--- config.mk ---
export PLATFORM = sky130hd
export DESIGN_NAME = conv_seq_controller
export DESIGN_NICKNAME = d
export VERILOG_FILES = /design/src/rtl/conv_seq_controller.sv
export SDC_FILE = /design/constraint.sdc
export NUM_CORES = 2
export LEC_CHECK = 0
export CORE_ASPECT_RATIO = 0.6
export CORE_MARGIN = 2
export CORE_UTILIZATION = 26
export DETAILED_ROUTE_END_ITERATION = 7
export PLACE_DENSITY = 0.48
export SETUP_SLACK_MARGIN = 0.02
export SLEW_MARGIN = 20
export SYNTH_ARGS = -nofsm -noshare
export SYNTH_HDL_FRONTEND = slang
export SYNTH_SLANG_ARGS = --single-unit
--- constraint.sdc ---
create_clock -name clk -period 8.6 [get_ports clk]
set_clock_uncertainty 0.05 [all_clocks]
set_input_delay 2.58 -clock clk [delete_from_list [all_inputs] [get_ports clk]]
set_output_delay 2.58 -clock clk [all_outputs]
set_load 0.01 [all_outputs]
--- src/rtl/conv_seq_controller.sv ---
// Convolution sequencer for a weight-stationary systolic array. It loads MAC_ROW weight words,
// streams OPIX ifmap words per pass, then drains the ofmap under sink backpressure.
// Every output comes from a flop, so each strobe appears one cycle after the decision behind it.
module conv_seq_controller #(
  parameter int unsigned MAC_ROW        = 16,
  parameter int unsigned MAC_COL        = 16,
  parameter int unsigned W_ADDR_BIT     = 11,
  parameter int unsigned IFMAP_ADDR_BIT = 12,
  parameter int unsigned OFMAP_ADDR_BIT = 10,
  parameter int unsigned CFG_BIT        = 10
) (
  input  logic                      clk,
  input  logic                      rstn,
  input  logic                      start_in,
  input  logic [CFG_BIT-1:0]        cfg_oct_in,
  input  logic [CFG_BIT-1:0]        cfg_ict_in,
  input  logic [CFG_BIT-1:0]        cfg_k_in,
  input  logic [CFG_BIT-1:0]        cfg_opix_in,
  input  logic                      ofmap_ready_in,
  output logic                      busy_out,
  output logic                      cfg_err_out,
  output logic                      w_prefetch_out,
  output logic [W_ADDR_BIT-1:0]     w_addr_out,
  output logic                      w_read_en_out,
  output logic                      ifmap_start_out,
  output logic [IFMAP_ADDR_BIT-1:0] ifmap_addr_out,
  output logic                      ifmap_read_en_out,
  output logic                      mac_done_out,
  output logic [OFMAP_ADDR_BIT-1:0] ofmap_addr_out,
  output logic                      ofmap_write_en_out,
  output logic                      ofmap_write_done_out
);

  // Phase counter must hold both MAC_ROW-1 and OPIX-1.
  localparam int unsigned CntW   = (CFG_BIT > $clog2(MAC_ROW)) ? CFG_BIT : $clog2(MAC_ROW);
  localparam int unsigned WrCntW = OFMAP_ADDR_BIT + 1;

  if (MAC_ROW == 0 || MAC_COL == 0) begin : g_param_check
    $error("MAC_ROW and MAC_COL must be non-zero");
  end

  typedef enum logic [2:0] {StIdle, StWLoad, StStream, StWaitOut, StWrite} state_e;

  state_e                    state_q, state_d;
  logic [CntW-1:0]           cnt_q, cnt_d;
  logic [CFG_BIT-1:0]        cfg_oct_q, cfg_oct_d, cfg_ict_q, cfg_ict_d;
  logic [CFG_BIT-1:0]        cfg_k_q, cfg_k_d, cfg_opix_q, cfg_opix_d;
  logic [CFG_BIT-1:0]        t_oc_q, t_oc_d, t_ic_q, t_ic_d, t_k_q, t_k_d;
  logic [WrCntW-1:0]         wr_cnt_q, wr_cnt_d;
  logic                      busy_q, busy_d, cfg_err_q, cfg_err_d;
  logic                      w_prefetch_q, w_prefetch_d, w_read_en_q, w_read_en_d;
  logic [W_ADDR_BIT-1:0]     w_addr_q, w_addr_d;
  logic                      ifmap_start_q, ifmap_start_d, ifmap_read_en_q, ifmap_read_en_d;
  logic [IFMAP_ADDR_BIT-1:0] ifmap_addr_q, ifmap_addr_d;
  logic                      mac_done_q, mac_done_d;
  logic [OFMAP_ADDR_BIT-1:0] ofmap_addr_q, ofmap_addr_d;
  logic                      ofmap_write_en_q, ofmap_write_en_d;
  logic                      ofmap_write_done_q, ofmap_write_done_d;

  logic [63:0] w_need, if_need, of_need;
  logic        cfg_ok, k_last, ic_last, oc_last, all_written;

  // Config check runs on the live inputs, which are the values latched on the same edge.
  always_comb begin
    w_need  = 64'(cfg_oct_in) * 64'(cfg_ict_in) * 64'(cfg_k_in) * 64'(MAC_ROW);
    if_need = 64'(cfg_ict_in) * 64'(cfg_k_in) * 64'(cfg_opix_in);
    of_need = 64'(cfg_oct_in) * 64'(cfg_opix_in);
    cfg_ok  = (cfg_oct_in != '0) && (cfg_ict_in != '0) && (cfg_k_in != '0) &&
              (cfg_opix_in != '0) && (w_need <= (64'd1 << W_ADDR_BIT)) &&
              (if_need <= (64'd1 << IFMAP_ADDR_BIT)) && (of_need <= (64'd1 << OFMAP_ADDR_BIT));
    k_last      = (t_k_q == cfg_k_q - CFG_BIT'(1));
    ic_last     = (t_ic_q == cfg_ict_q - CFG_BIT'(1));
    oc_last     = (t_oc_q == cfg_oct_q - CFG_BIT'(1));
    all_written = (32'(wr_cnt_q) == 32'(cfg_oct_q) * 32'(cfg_opix_q));
  end

  // Next-state and next-output logic; strobes and pulses default low.
  always_comb begin
    state_d            = state_q;
    cnt_d              = cnt_q;
    cfg_oct_d          = cfg_oct_q;
    cfg_ict_d          = cfg_ict_q;
    cfg_k_d            = cfg_k_q;
    cfg_opix_d         = cfg_opix_q;
    t_oc_d             = t_oc_q;
    t_ic_d             = t_ic_q;
    t_k_d              = t_k_q;
    wr_cnt_d           = wr_cnt_q;
    busy_d             = busy_q;
    cfg_err_d          = 1'b0;
    w_prefetch_d       = 1'b0;
    w_read_en_d        = 1'b0;
    w_addr_d           = w_addr_q;
    ifmap_start_d      = 1'b0;
    ifmap_read_en_d    = 1'b0;
    ifmap_addr_d       = ifmap_addr_q;
    mac_done_d         = 1'b0;
    ofmap_addr_d       = ofmap_addr_q;
    ofmap_write_en_d   = 1'b0;
    ofmap_write_done_d = 1'b0;
    case (state_q)
      StIdle: begin
        busy_d = 1'b0;
        // busy_q is still high in the write-done cycle, so a start there is ignored.
        if (start_in && !busy_q) begin
          cfg_oct_d  = cfg_oct_in;
          cfg_ict_d  = cfg_ict_in;
          cfg_k_d    = cfg_k_in;
          cfg_opix_d = cfg_opix_in;
          if (cfg_ok) begin
            state_d      = StWLoad;
            busy_d       = 1'b1;
            w_prefetch_d = 1'b1;
            w_read_en_d  = 1'b1;
            w_addr_d     = '0;
            cnt_d        = '0;
            t_oc_d       = '0;
            t_ic_d       = '0;
            t_k_d        = '0;
            wr_cnt_d     = '0;
          end else begin
            cfg_err_d = 1'b1;
          end
        end
      end
      StWLoad: begin
        if (cnt_q == CntW'(MAC_ROW - 1)) begin
          state_d         = StStream;
          cnt_d           = '0;
          ifmap_read_en_d = 1'b1;
          ifmap_start_d   = 1'b1;
          // ifmap addressing restarts with each output-channel tile.
          ifmap_addr_d    = (t_ic_q == '0 && t_k_q == '0) ? '0
                                                          : ifmap_addr_q + IFMAP_ADDR_BIT'(1);
        end else begin
          cnt_d        = cnt_q + CntW'(1);
          w_prefetch_d = 1'b1;
          w_read_en_d  = 1'b1;
          w_addr_d     = w_addr_q + W_ADDR_BIT'(1);
        end
      end
      StStream: begin
        if (cnt_q == CntW'(cfg_opix_q - CFG_BIT'(1))) begin
          cnt_d = '0;
          if (oc_last && ic_last && k_last) begin
            state_d    = StWaitOut;
            mac_done_d = 1'b1;
          end else begin
            state_d      = StWLoad;
            w_prefetch_d = 1'b1;
            w_read_en_d  = 1'b1;
            w_addr_d     = w_addr_q + W_ADDR_BIT'(1);
            if (k_last) begin
              t_k_d = '0;
              if (ic_last) begin
                t_ic_d = '0;
                t_oc_d = t_oc_q + CFG_BIT'(1);
              end else begin
                t_ic_d = t_ic_q + CFG_BIT'(1);
              end
            end else begin
              t_k_d = t_k_q + CFG_BIT'(1);
            end
          end
        end else begin
          cnt_d           = cnt_q + CntW'(1);
          ifmap_read_en_d = 1'b1;
          ifmap_addr_d    = ifmap_addr_q + IFMAP_ADDR_BIT'(1);
        end
      end
      StWaitOut, StWrite: begin
        if (all_written) begin
          state_d            = StIdle;
          ofmap_write_done_d = 1'b1;
        end else if (ofmap_ready_in) begin
          state_d          = StWrite;
          ofmap_write_en_d = 1'b1;
          ofmap_addr_d     = wr_cnt_q[OFMAP_ADDR_BIT-1:0];
          wr_cnt_d         = wr_cnt_q + WrCntW'(1);
        end
      end
      default: state_d = StIdle;
    endcase
  end

  // State, counters, latched config and registered outputs.
  always_ff @(posedge clk or negedge rstn) begin
    if (!rstn) begin
      state_q            <= StIdle;
      cnt_q              <= '0;
      cfg_oct_q          <= '0;
      cfg_ict_q          <= '0;
      cfg_k_q            <= '0;
      cfg_opix_q         <= '0;
      t_oc_q             <= '0;
      t_ic_q             <= '0;
      t_k_q              <= '0;
      wr_cnt_q           <= '0;
      busy_q             <= 1'b0;
      cfg_err_q          <= 1'b0;
      w_prefetch_q       <= 1'b0;
      w_read_en_q        <= 1'b0;
      w_addr_q           <= '0;
      ifmap_start_q      <= 1'b0;
      ifmap_read_en_q    <= 1'b0;
      ifmap_addr_q       <= '0;
      mac_done_q         <= 1'b0;
      ofmap_addr_q       <= '0;
      ofmap_write_en_q   <= 1'b0;
      ofmap_write_done_q <= 1'b0;
    end else begin
      state_q            <= state_d;
      cnt_q              <= cnt_d;
      cfg_oct_q          <= cfg_oct_d;
      cfg_ict_q          <= cfg_ict_d;
      cfg_k_q            <= cfg_k_d;
      cfg_opix_q         <= cfg_opix_d;
      t_oc_q             <= t_oc_d;
      t_ic_q             <= t_ic_d;
      t_k_q              <= t_k_d;
      wr_cnt_q           <= wr_cnt_d;
      busy_q             <= busy_d;
      cfg_err_q          <= cfg_err_d;
      w_prefetch_q       <= w_prefetch_d;
      w_read_en_q        <= w_read_en_d;
      w_addr_q           <= w_addr_d;
      ifmap_start_q      <= ifmap_start_d;
      ifmap_read_en_q    <= ifmap_read_en_d;
      ifmap_addr_q       <= ifmap_addr_d;
      mac_done_q         <= mac_done_d;
      ofmap_addr_q       <= ofmap_addr_d;
      ofmap_write_en_q   <= ofmap_write_en_d;
      ofmap_write_done_q <= ofmap_write_done_d;
    end
  end

  assign busy_out             = busy_q;
  assign cfg_err_out          = cfg_err_q;
  assign w_prefetch_out       = w_prefetch_q;
  assign w_addr_out           = w_addr_q;
  assign w_read_en_out        = w_read_en_q;
  assign ifmap_start_out      = ifmap_start_q;
  assign ifmap_addr_out       = ifmap_addr_q;
  assign ifmap_read_en_out    = ifmap_read_en_q;
  assign mac_done_out         = mac_done_q;
  assign ofmap_addr_out       = ofmap_addr_q;
  assign ofmap_write_en_out   = ofmap_write_en_q;
  assign ofmap_write_done_out = ofmap_write_done_q;

endmodule

# Word-level counts from Yosys, hierarchy flattened
# Index checks and enable logic that the tools add are counted.
[word_totals]
word_cells = 158
ff_bits = 135
[classes]
mux = 61
n_eq_ne = 22
n_reduce_logical = 33
n_bitwise = 1
n_addsub = 11
n_lt_le_gt_ge = 3
multipliers = 6
[ops]
columns = ["operator", "count"]
rows = [
  ["$mux 10", 15],
  ["$mul 10x10->20", 4],
  ["$mux 11", 7],
  ["$mul 20x10->30", 2],
  ["$pmux 10 s2", 3],
  ["$add 10x1->10 const B", 4],
  ["$eq 10x10->1", 4],
  ["$reduce_bool 10->1", 4],
  ["$sub 10x1->10 const B", 4],
  ["$mux 12", 3],
  ["$le 34x12->1 const B", 1],
  ["$pmux 11 s3", 1],
  ["$le 30x13->1 const B", 1],
  ["$pmux 10 s3", 1],
  ["$pmux 12 s2", 1],
  ["$add 11x1->11 const B", 2],
  ["$ne 2x2->1 const B", 11],
  ["$pmux 11 s2", 1],
  ["$eq 11x20->1", 1],
  ["$le 20x11->1 const B", 1],
  ["$logic_not 10->1", 2],
  ["$mux 1", 19],
  ["$mux 3", 6],
  ["$reduce_and 5->1", 3],
  ["other kinds (21)", 36],
]

# Longest topological paths before layout
[depth]
depth_word = 10
ltp_mapped = 47

# Least setup slack after synthesis
# Ideal clock, no wire load.
[synth_timing]
kind = "input-to-reg"
from = "in cfg_ict_in[5]"
to = "reg wr_cnt_q[1]"
stages = 42
n_path_buf = 3
slack_ns = -4.933
t_arrival_ns = 13.355
required_time_ns = 8.423
cell_sequence = "clkbuf_1 nand2_1 fa_1 fa_1 inv_1 ha_1 inv_1 fa_1 fa_1 inv_1 ha_1 a21boi_0 o21ai_0 a21boi_0 o21ai_0 a21o_1 a31oi_1 a211o_1 [6 not listed] fa_1 fa_1 fa_1 ha_1 clkbuf_1 a21oi_1 o21a_1 o21ai_0 or3_1 xor2_1 nor4_1 nand4_1 or4b_4 nor4_4 nand3b_2 buf_2 nand2_1 mux2_1"
[synth_between]
elab_chain_cells = 9
elab_cells_between_ends = 15
cone_classes = "mul (4); order compare (2); eq/ne (1); reduce/logical (8)"
[synth_rtl]
columns = ["item", "line", "rtl"]
rows = [
  ["from (decl)", "16", "input logic [CFG_BIT-1:0] cfg_ict_in,"],
  ["parallel branches: the longest is 5 deep, another holds $le 34x12->1", "n/a", ""],
  ["$logic_and 1x1->1 (*)", "69", "(cfg_opix_in != '0) && (w_need <= (64'd1 << W_ADDR_BIT)) &&"],
  ["$logic_and 1x1->1 (*)", "70", "(if_need <= (64'd1 << IFMAP_ADDR_BIT)) && (of_need <= (64'd1 << OFMAP_ADDR_BIT));"],
  ["$ne 2x2->1 (no source line) (*)", "n/a", ""],
  ["$reduce_and 5->1 (no source line) (*)", "n/a", ""],
  ["to (signal assigned)", "221", "wr_cnt_q <= wr_cnt_d;"],
  ["to (decl)", "49", "logic [WrCntW-1:0] wr_cnt_q, wr_cnt_d;"],
]
# Every way passes the cells marked *.
# A chain may end at the register's enable or synchronous reset.

# Worst setup path after layout
[layout_timing]
from = "in cfg_ict_in[8]"
to = "reg t_oc_q[6]"
[layout_between]
elab_chain_cells = 9
elab_cells_between_ends = 15
cone_classes = "mul (4); order compare (2); eq/ne (1); reduce/logical (8)"
[layout_rtl]
columns = ["item", "line", "rtl"]
rows = [
  ["parallel branches: the longest is 5 deep, another holds $le 34x12->1", "n/a", ""],
  ["$logic_and 1x1->1 (*)", "69", ""],
  ["$logic_and 1x1->1 (*)", "70", ""],
  ["$ne 2x2->1 (no source line) (*)", "n/a", ""],
  ["$reduce_and 7->1 (no source line) (*)", "n/a", ""],
  ["to (signal assigned)", "218", "t_oc_q <= t_oc_d;"],
  ["to (decl)", "48", "logic [CFG_BIT-1:0] t_oc_q, t_oc_d, t_ic_q, t_ic_d, t_k_q, t_k_d;"],
]
# Marked as above.

==> summary.txt <==
STA
  • RSZ-0062 raised after global routing: yes
  • Min setup slack post-route: -4.41 ns
  • Worst Tran Pin Value: roughly 1.1 ns
  • Setup-failing EPs final: 66
  • Fin. max-slew vios: 0
  • Worst rel slew slack: 0.246
  • Hold slack: about 0.46 ns
  • Post-route minimum period: 13.01 ns
  • Fin crit share: 1.51
  • Final hold vios: 0
  • Max Freq: 0.0768 GHz

Hold path
  • Hold Crit Class: reg2reg

Floorplan
  • Total core area: 134,000 µm²
  • Starting Density: 0.262
  • Die Span Y: 289 µm
  • Std-Cell Rows: ~100
  • Die Area: 138,000 µm²
  • Die X: 479 µm
  • Io pins: 86

Setup path
  • Worst setup SP type: input pin
  • Critical path's largest stage delay: 0.61 ns
  • Critical path endpoint category: register
  • Critical Path Slowest Stage Cell: fa_1
  • CP max FO: 16
  • CP required: 8.96 ns
  • Critical path type: in2reg
  • CP dominant cell by count: fa_1
  • CP arrival: about 13 ns

Logic synthesis
  • Post-Syn Nets: around 5,000
  • Post-synthesis area per instance: about 8.7 µm²
  • Post-Synthesis Cells: between 4,000 and 5,000
  • Post-synth EDFFs: 0
  • Mapped cell area: 35,200 µm²
  • Netlist cell types: 85
  • YS warnings: 0
  • Flops & latches, synth: 135
  • Sequential fraction of the synthesis area: 0.0961
  • Top FF cell, synth: dfrtp_1
  • Ys async rst share: 1.00

Drt
  • Vias per inst: 4.72
  • WL/cell: about 18 µm
  • DR DRC count: 0
  • Antenna-violating nets left: 0
  • Iter 0 DRT Violations: between 2,000 and 2,500
  • Final WL: 116 mm
  • TritonRoute pass-1 iters: 7
  • Vias: roughly 30,000

Final layout
  • Area Overhead vs Synth: 28.7%
  • Area taken by multi-input logic gates: 30,100 µm²
  • NumNets Final: 5,584
  • Layout cell share with drive strength beyond 1: 0.215
  • Most common cell after layout, fill and taps aside: inv_1
  • Layout fillers: 13,905
  • Reg area: about 3400 µm²
  • Most frequent cells in the layout: inv_1, buf_4, fa_1

Global route
  • First-pass GRT wire length: ~190 mm
  • Number of global-route vias before repair: 31,462
  • GRT Util Overall: 0.171
  • Initial antenna violation count: 1
  • Pin count of the biggest net entering global routing: 84
  • GRT Residual Overflow: 0

Clock tree
  • # H-tree levels: 4
  • TritonCTS clock tree: built
  • Inserted Clock Buffers: 25
  • Clk_lat worst skew: 0.49 ns
  • Clock sinks: 135
  • CTS clk-pin slew, worst paths: 0.06 ns
  • Longest Clk Path Bufs: 3
  • Clock root buffer: clkbuf_16
  • Hold_buf cts: 0

Placed design
  • IO Port Bufs: 85
  • RD Place Congestion: around 0.90
  • HPWL Detailed: 96.2 mm

Flow run
  • Max-cap check violation count: 0

Status
  • Violated checks: setup timing
  • Status: finished with violations
==> cells in the mapped netlist (all sizes together), types with 21 or more instances <==
| library cell | number | area [µm²] |
|---|---|---|
| nand3 | 70 | 350 |
| fa | 532 | 10700 |
| o21ai | 126 | 638 |
| mux2 | 57 | 642 |
| clkbuf | 179 | 673 |
| ha | 363 | 4540 |
| dfrtp | 135 | 3380 |
| o211ai | 21 | 158 |
| and2 | 495 | 3100 |
| nand4 | 36 | 225 |
| nor2 | 157 | 592 |
| xnor2 | 94 | 823 |
| nor4 | 45 | 297 |
| nor2b | 39 | 244 |
| nor3 | 60 | 300 |
| nand2 | 397 | 1490 |
| xor2 | 60 | 526 |
| nand2b | 56 | 350 |
| a21oi | 110 | 551 |
| a21o | 35 | 263 |
| and3 | 64 | 400 |
| o31ai | 24 | 185 |
| inv | 606 | 2270 |
==> per-stage QoR <==
step / setup TNS [ns] / util / instances / area (µm²) / worst slack, ns
detailed placement: -366.69 / 0.318 / 6350 / 42700 / -5.72
global placement: -369.54 / 0.318 / 6350 / 42700 / -5.73
global route: -309.08 / 0.337 / 6452 / 45200 / -4.81
CTS: -291.82 / 0.334 / 6449 / 44800 / -4.53
floorplan: -258.28 / - / 4064 / 35500 / -4.05
finish: -284.25 / 0.337 / 6455 / 45200 / -4.41
==> per-layer routing <==
layer / global-route usage / wire, µm
met1: 0.281 / 63400
met2: 0.231 / 43800
met3: 0.0354 / 8080
met4: 0.0154 / 968
met5: 0 / 0
==> worst paths after layout <==
path,from,endpoint,cells past startpoint,slack [ns]
setup / recovery,cfg_ict_in[8],t_oc_q[6],42,-4.41
hold / removal,ofmap_addr_out[2],ofmap_addr_out[2],1,0.46
setup reg to reg,cfg_oct_q[7],wr_cnt_q[1],24,1.33
hold reg to reg,ofmap_addr_out[2],ofmap_addr_out[2],1,0.46
max in group asynchronous,rstn,cfg_oct_q[3],2,5.19
min in group asynchronous,rstn,ifmap_read_en_out,1,2.04
==> flip-flops by register name, indices dropped and copies added, names as in the netlist, 3 cells and up <==
signal          flops
cfg_ict_q          10
cfg_k_q            10
cfg_oct_q          10
cfg_opix_q         10
cnt_q              10
ifmap_addr_out     12
ofmap_addr_out     10
state_q             3
t_ic_q             10
t_k_q              10
t_oc_q             10
w_addr_out         11
wr_cnt_q           11
==> timing repair <==
item	4_1_cts	5_1_grt
resized for setup	258	109
pin swaps	143	71
cloned	0	1
setup endpoints to repair	66	66
setup buffers	71	10
==> layout make-up <==
type,count,share of cell area
Inverter,606,0.0503
Tap cell,1802,0.0498
Sequential cell,135,0.0747
Multi-Input combinational cell,3138,0.666
Antenna cell,4,0.000221
Clock inverter,1,0.000111
Clock buffer,30,0.0149
Timing Repair Buffer,739,0.144
==> logic make-up (layout without fill, tap and decap cells) <==
kind of cell	Yosys count	after routing	synth area share
AND/OR/NAND/NOR	1534	1534	0.235
AO/OA/AOI/OAI	479	479	0.0898
buffers and inverters	791	1376	0.0853
flip-flops	135	135	0.0961
adder cells (fa/ha/maj)	895	895	0.432
XOR/XNOR	154	154	0.0384
other	0	4	0
multiplexers	76	76	0.0237
==> critical path, delay by kind of cell <==
kind	cells	cell delay, ns
XOR/XNOR	1	0.11
adder cells (fa/ha/maj)	12	5.42
AO/OA/AOI/OAI	7	1.01
AND/OR/NAND/NOR	10	2.43
multiplexers	1	0.18
buffers and inverters	11	1.58
Power is not shown: default switching activity piles up to over one toggle a cycle in this logic, so the estimate is an artifact.
